<file path="src/rtl/lib_switchblock_pkg.sv">
//==============================================================================
// Module  : lib_switchblock_pkg
// Brief   : Shared types, constants and index helpers for the DEM switch tree.
// Revision: 1.0 - initial release
//==============================================================================
`default_nettype none

package lib_switchblock_pkg;

    typedef enum logic [1:0] {
        DEM_THERMO = 2'd0,
        DEM_TOGGLE = 2'd1,
        DEM_RANDOM = 2'd2,
        DEM_RSVD   = 2'd3
    } dem_mode_e;

    localparam int DEM_LFSR_W     = 16;
    localparam int DEM_MAX_LAYERS = 6;

    // Breadth-first node number: root is 0, layer k starts at 2^k - 1.
    function automatic int node_idx(input int layer, input int pos);
        return (1 << layer) - 1 + pos;
    endfunction

    // Bit offset of layer 'layer' child outputs inside the flattened tree bus.
    function automatic int bus_off(input int num_layers, input int layer);
        int off;
        off = 0;
        for (int j = 0; j < layer; j++) begin
            off += (2 << j) * (num_layers - j);
        end
        return off;
    endfunction

endpackage

`default_nettype wire

</file>
<file path="src/rtl/dem_switch_node.sv">
//==============================================================================
// Module  : dem_switch_node
// Brief   : One DEM switching node: splits v into two registered halves.
// Revision: 1.0 - initial release
//==============================================================================
`default_nettype none

module dem_switch_node
    import lib_switchblock_pkg::*;
#(
    parameter int IN_W = 2
) (
    input  logic            clk_i,
    input  logic            reset_i,
    input  logic            valid_i,
    input  logic [IN_W-1:0] v_i,
    input  dem_mode_e       mode_i,
    input  logic            rnd_i,
    output logic [IN_W-2:0] upper_o,
    output logic [IN_W-2:0] lower_o
);

    logic [IN_W-2:0] w_half;
    logic            w_odd;
    logic            w_to_lower;
    logic            w_toggle;
    logic [IN_W-2:0] r_upper;
    logic [IN_W-2:0] r_lower;
    logic            r_state;

    assign w_half   = v_i[IN_W-1:1];
    assign w_odd    = v_i[0];
    assign w_toggle = (mode_i == DEM_TOGGLE) || (mode_i == DEM_RSVD);

    always_comb begin
        w_to_lower = 1'b0;
        case (mode_i)
            DEM_THERMO: w_to_lower = 1'b0;
            DEM_RANDOM: w_to_lower = rnd_i;
            default:    w_to_lower = r_state;
        endcase
    end

    always_ff @(posedge clk_i) begin
        if (reset_i) begin
            r_upper <= '0;
            r_lower <= '0;
            r_state <= 1'b0;
        end else begin
            if (valid_i) begin
                r_upper <= w_half + (IN_W-1)'(w_odd & ~w_to_lower);
                r_lower <= w_half + (IN_W-1)'(w_odd & w_to_lower);
            end else begin
                r_upper <= '0;
                r_lower <= '0;
            end
            if (valid_i && w_odd && w_toggle) begin
                r_state <= ~r_state;
            end
        end
    end

    assign upper_o = r_upper;
    assign lower_o = r_lower;

endmodule

`default_nettype wire

</file>
<file path="src/rtl/dem_switch_tree.sv">
//==============================================================================
// Module  : dem_switch_tree
// Brief   : Pipelined tree DEM encoder, NUM_LAYERS layers -> 2^NUM_LAYERS
//           element enables. Define DEM_LFSR_EN to enable the RANDOM mode LFSR.
// Revision: 1.0 - initial release
//==============================================================================
`default_nettype none

module dem_switch_tree
    import lib_switchblock_pkg::*;
#(
    parameter int          NUM_LAYERS = 3,
    parameter int          CODE_W     = NUM_LAYERS + 1,
    parameter logic [15:0] LFSR_SEED  = 16'hACE1
) (
    input  logic                      clk_i,
    input  logic                      reset_i,
    input  logic                      valid_i,
    input  logic [CODE_W-1:0]         x_i,
    input  logic [1:0]                mode_i,
    output logic                      valid_o,
    output logic [(1<<NUM_LAYERS)-1:0] elements_o,
    output logic                      ovf_o
);

    localparam int                c_NUM_EL = 1 << NUM_LAYERS;
    localparam int                c_NODES  = c_NUM_EL - 1;
    localparam int                c_TREE_W = bus_off(NUM_LAYERS, NUM_LAYERS);
    localparam logic [CODE_W-1:0] c_MAX    = CODE_W'(c_NUM_EL);

    logic                  w_ovf;
    logic [NUM_LAYERS:0]   w_clamped;
    dem_mode_e             w_mode;
    logic [c_NODES-1:0]    w_rnd;
    logic [c_TREE_W-1:0]   w_tree;

    logic [NUM_LAYERS:0]   r_valid;
    logic [NUM_LAYERS:0]   r_ovf;
    logic [NUM_LAYERS:0]   r_code;
    dem_mode_e             r_mode [NUM_LAYERS];
    logic [c_NODES-1:0]    r_rnd  [NUM_LAYERS];

    assign w_ovf     = (x_i > c_MAX);
    assign w_clamped = w_ovf ? (NUM_LAYERS+1)'(c_NUM_EL) : x_i[NUM_LAYERS:0];

`ifdef DEM_LFSR_EN
    logic [DEM_LFSR_W-1:0] r_lfsr;

    // Fibonacci taps 16,14,13,11; each sample takes the value before the shift.
    always_ff @(posedge clk_i) begin
        if (reset_i) begin
            r_lfsr <= LFSR_SEED;
        end else if (valid_i) begin
            r_lfsr <= {r_lfsr[14:0], r_lfsr[15] ^ r_lfsr[13] ^ r_lfsr[12] ^ r_lfsr[10]};
        end
    end

    always_comb begin
        w_rnd = '0;
        for (int j = 0; j < c_NODES; j++) begin
            w_rnd[j] = r_lfsr[j % DEM_LFSR_W];
        end
    end

    assign w_mode = dem_mode_e'(mode_i);
`else
    assign w_rnd  = '0;
    assign w_mode = (dem_mode_e'(mode_i) == DEM_RANDOM) ? DEM_TOGGLE : dem_mode_e'(mode_i);
`endif

    // Entry stage plus the sideband that travels alongside each tree layer.
    always_ff @(posedge clk_i) begin
        if (reset_i) begin
            r_valid <= '0;
            r_ovf   <= '0;
            r_code  <= '0;
            for (int k = 0; k < NUM_LAYERS; k++) begin
                r_mode[k] <= DEM_THERMO;
                r_rnd[k]  <= '0;
            end
        end else begin
            r_valid   <= {r_valid[NUM_LAYERS-1:0], valid_i};
            r_ovf     <= {r_ovf[NUM_LAYERS-1:0], valid_i & w_ovf};
            r_code    <= valid_i ? w_clamped : '0;
            r_mode[0] <= valid_i ? w_mode : DEM_THERMO;
            r_rnd[0]  <= valid_i ? w_rnd : '0;
            for (int k = 1; k < NUM_LAYERS; k++) begin
                r_mode[k] <= r_mode[k-1];
                r_rnd[k]  <= r_rnd[k-1];
            end
        end
    end

    for (genvar k = 0; k < NUM_LAYERS; k++) begin : g_layer
        localparam int c_IN_W = NUM_LAYERS - k + 1;
        localparam int c_CW   = c_IN_W - 1;
        localparam int c_OFF  = bus_off(NUM_LAYERS, k);

        for (genvar n = 0; n < (1 << k); n++) begin : g_node
            logic [c_IN_W-1:0] w_v;

            if (k == 0) begin : g_root
                assign w_v = r_code;
            end else begin : g_inner
                assign w_v = w_tree[bus_off(NUM_LAYERS, k-1) + n*c_IN_W +: c_IN_W];
            end

            dem_switch_node #(
                .IN_W (c_IN_W)
            ) u_node (
                .clk_i   (clk_i),
                .reset_i (reset_i),
                .valid_i (r_valid[k]),
                .v_i     (w_v),
                .mode_i  (r_mode[k]),
                .rnd_i   (r_rnd[k][node_idx(k, n)]),
                .upper_o (w_tree[c_OFF + (2*n)*c_CW +: c_CW]),
                .lower_o (w_tree[c_OFF + (2*n+1)*c_CW +: c_CW])
            );
        end
    end

    assign valid_o    = r_valid[NUM_LAYERS];
    assign ovf_o      = r_ovf[NUM_LAYERS];
    assign elements_o = w_tree[bus_off(NUM_LAYERS, NUM_LAYERS-1) +: c_NUM_EL];

endmodule

`default_nettype wire

</file>
<file path="config.mk">
export PLATFORM = sky130hd
export DESIGN_NAME = dem_switch_tree
export DESIGN_NICKNAME = d
export VERILOG_FILES = /design/src/rtl/lib_switchblock_pkg.sv /design/src/rtl/dem_switch_node.sv /design/src/rtl/dem_switch_tree.sv
export SDC_FILE = /design/constraint.sdc
export NUM_CORES = 1
export LEC_CHECK = 0
export ABC_AREA = 1
export ABC_CLOCK_PERIOD_IN_PS = 1800
export BUFFER_PORTS_ARGS = -buffer_cell sky130_fd_sc_hd__clkbuf_2
export CORE_UTILIZATION = 46
export DETAILED_ROUTE_END_ITERATION = 8
export PLACE_DENSITY = 0.74
export SYNTH_ARGS = -nofsm -noshare
export SYNTH_HDL_FRONTEND = slang
export SYNTH_SLANG_ARGS = --single-unit
</file>
<file path="constraint.sdc">
create_clock -name clk_i -period 1.8 [get_ports clk_i]
set_clock_uncertainty 0.15 [all_clocks]
set_input_delay 0.27 -clock clk_i [delete_from_list [all_inputs] [get_ports clk_i]]
set_output_delay 0.27 -clock clk_i [all_outputs]
set_load 0.005 [all_outputs]
</file>
==> impl_metrics.json <==
{
  "synth_top_cell_area_share": 0.4993,
  "fmax_mhz": 718.0,
  "num_antenna_cells": 0,
  "finalSetupTns_ns": 0,
  "cap_violations": 0,
  "synth_seq_area_share": 0.4993,
  "grt_usage": 0.1507,
  "synth-edff-count": 0,
  "cts_root_buf": "clkbuf_8",
  "dr.first_iter.drc_count": 78,
  "finalNonFillerCells": 279,
  "cts_num_sinks": 44,
  "grt.met2_usage": 0.2527,
  "globalRouteMet1Util": 0.1569,
  "design_area_um2": 1934,
  "cts_tree": "built",
  "min_period_ns": 1.393,
  "reg2reg_from": "g_layer[0].g_node[0].u_node.r_state",
  "crit_arrival_ns": 1.43,
  "grt_pass1_vias": 1118,
  "fin_crit_sh": 0.7737,
  "criticalPathCategory": "flip-flop to flip-flop",
  "cp_top_family": "adder cells",
  "crit_chain": "inv_1 > nor3_1 > ha_1 > ha_1 > inv_1 > nor2_1",
  "leakage_nw": 0.8019,
  "avgViaCountPerCell": 4.484,
  "async_flop_share": 0,
  "ys.flop_type": "dfxtp_1",
  "fin_hold_ws_ns": 0.02279,
  "gr-max-usage-layer": "met2",
  "die_w_um": 63.93,
  "drt-total-wl_um": 2474,
  "multi_input_area_um2": 630.6,
  "cts_htree_levels": 2,
  "hold_path_depth": 3,
  "start_kind": "flip-flop",
  "syn_avg_cell_area_um2": 8.130,
  "worst_hold_startpoint": "x_i[0]",
  "r2r-end": "g_layer[0].g_node[0].u_node.lower_o[1]",
  "grt_max_degree": 17,
  "worst_setup_path_end_kind": "flip-flop",
  "grt_pass1_wl_um": 4567,
  "placed_area_um2": 1823,
  "placed_cells": 271,
  "ys_ff_latch": 44,
  "cpMaxStageDelayCell": "dfxtp_1",
  "hold_end": "g_layer[0].g_node[0].w_v[0]",
  "die_h_um": 63.93,
  "antenna_found_initial": 0,
  "hold_viol": 0,
  "areaGrowthSynthToFinish_pct": 9.646,
  "gr-total-overflow": 0,
  "vias": 1251,
  "max-vdd-ir-drop_uv": 389.2,
  "status": "complete, no violations",
  "worst_pin_slew_ns": 0.4891,
  "die_area_um2": 4087,
  "netlist_area_um2": 1764,
  "cts_resized": 0,
  "cp_num_cells": 6,
  "core_um2": 3661,
  "max-slew-margin-rel": 0.6735,
  "wl_per_cell_um": 8.867,
  "finalWorstSetupSlack_ns": 0.4073,
  "start_util": 0.4819,
  "grtUsageMet3": 0.04286,
  "layout.nets": 247,
  "ys_top_cells_by_area": "dfxtp_1 50%, inv_1 8.7%, nor2_1 6.6%",
  "antenna_left": 0,
  "r2r_setup_slack_ns": 0.41,
  "slowest_delay_ns": 0.34,
  "min-delay-path-class": "input pin to flip-flop",
  "finalSetupViolCount": 0,
  "mappedNetlistNets": 234,
  "path_buf_inv": 2,
  "gp_congestion": 0.7619,
  "synth_top_area_cell": "dfxtp_1",
  "portBuffers": 18,
  "cts.path.max_buffers": 2,
  "synth_warnings": 0,
  "final-seq-area_um2": 880.8,
  "p_per_area_nw_per_um2": 921.8,
  "hpwl_um": 1828,
  "rsz0062_at_grt": "no",
  "drc": 0,
  "slew_violations": 0,
  "io_pins": 19,
  "numCtsBuffers": 5,
  "cp.required_ns": 1.84,
  "reg2reg_depth": 6,
  "nFillCells": 348,
  "cts.hold.buffers_added": 0,
  "place_ws_ns": 0.4086,
  "rows": 22,
  "cts.clk_slew.worst_paths_ns": 0.08,
  "drive_above_1_share": 0.1385,
  "ys_types": 20,
  "firstDrtPassIters": 4,
  "critPathMaxFanout": 3,
  "postCtsSetupBuffers": 0,
  "synthCells": 217,
  "worstSkewPairLatency_ns": 0.30
}
[where the power goes]
group	total [mW]	internal [mW]	switching, mW
Sequential	0.996	0.984	0.0114
Combinational	0.0477	0.0183	0.0294
Clock	0.740	0.410	0.329
[Yosys cell counts, types with 2 or more instances]
cell / number
dfxtp_1: 44
inv_1: 41
nor2_1: 31
nand2_1: 24
nand3_1: 15
a21oi_1: 14
buf_4: 10
ha_1: 8
nand4_1: 8
xnor2_1: 6
o21ai_0: 4
nor3_1: 3
inv_2: 2
[flip-flops by register name (all words and copies together), names as in the netlist]
register,count
g_layer.g_node.u_node.lower_o,11
g_layer.g_node.u_node.upper_o,11
r_mode,3
r_ovf,4
g_layer.g_node.w_v,4
r_valid,4
g_layer.g_node.u_node.r_state,7
[cells by family after synthesis]
group	Yosys count	synth area share
AO/OA/AOI/OAI	18	0.05107
XOR/XNOR	6	0.02979
adder cells (fa/ha/maj)	8	0.05674
buffers and inverters	55	0.1433
flip-flops	44	0.4993
AND/OR/NAND/NOR	86	0.2199
[layout make-up]
cell class | instances | share of cell area
flip-flops and latches | 44 | 0.4554
multi-input cells | 118 | 0.3260
inverters | 43 | 0.08344
repair buffers | 18 | 0.04657
clock buffers | 5 | 0.03558
well taps | 48 | 0.03105
clock inverters | 3 | 0.02199
[how the worst max path moves through the flow]
| stage | startpoint | end |
|---|---|---|
| after floorplan | g_layer[0].g_node[0].u_node.r_state | g_layer[0].g_node[0].u_node.lower_o[2] |
| after global placement | g_layer[0].g_node[0].u_node.r_state | g_layer[0].g_node[0].u_node.lower_o[1] |
| after detailed placement | g_layer[0].g_node[0].u_node.r_state | g_layer[0].g_node[0].u_node.lower_o[2] |
| after CTS | g_layer[0].g_node[0].u_node.r_state | g_layer[0].g_node[0].u_node.lower_o[1] |
| after global routing | r_mode[0][2] | g_layer[1].g_node[1].u_node.lower_o[0] |
| final | g_layer[0].g_node[0].u_node.r_state | g_layer[0].g_node[0].u_node.lower_o[1] |
[cells in the final DEF, fill, tap and decap left out, types with 5 or more instances in the layout]
master / n
dfxtp_1: 44
inv_1: 41
nor2_1: 31
nand2_1: 24
clkbuf_2: 18
nand3_1: 15
a21oi_1: 14
nand4_1: 8
ha_1: 8
xnor2_1: 6
clkbuf_8: 5
[tightest hold or removal path, cell delays in order]
cell	delay (ns)
clkbuf_2	0.09
inv_1	0.04
nor2_1	0.03
[per-layer routing]
layer  vias up  wire [um]
met3         7         90
met4         0         82
met2        24       1267
met1       536       1033
li1        684          -
met5         -          0
[stage by stage]
stage,total power [mW],utilization
2_1_floorplan,1.049,-
3_3_place_gp,1.066,0.4979
3_5_place_dp,1.067,0.4979
4_1_cts,1.804,0.5284
5_1_grt,1.875,0.5284
6_report,1.783,0.5284
Note: power is estimated with default switching activity, not from simulation.
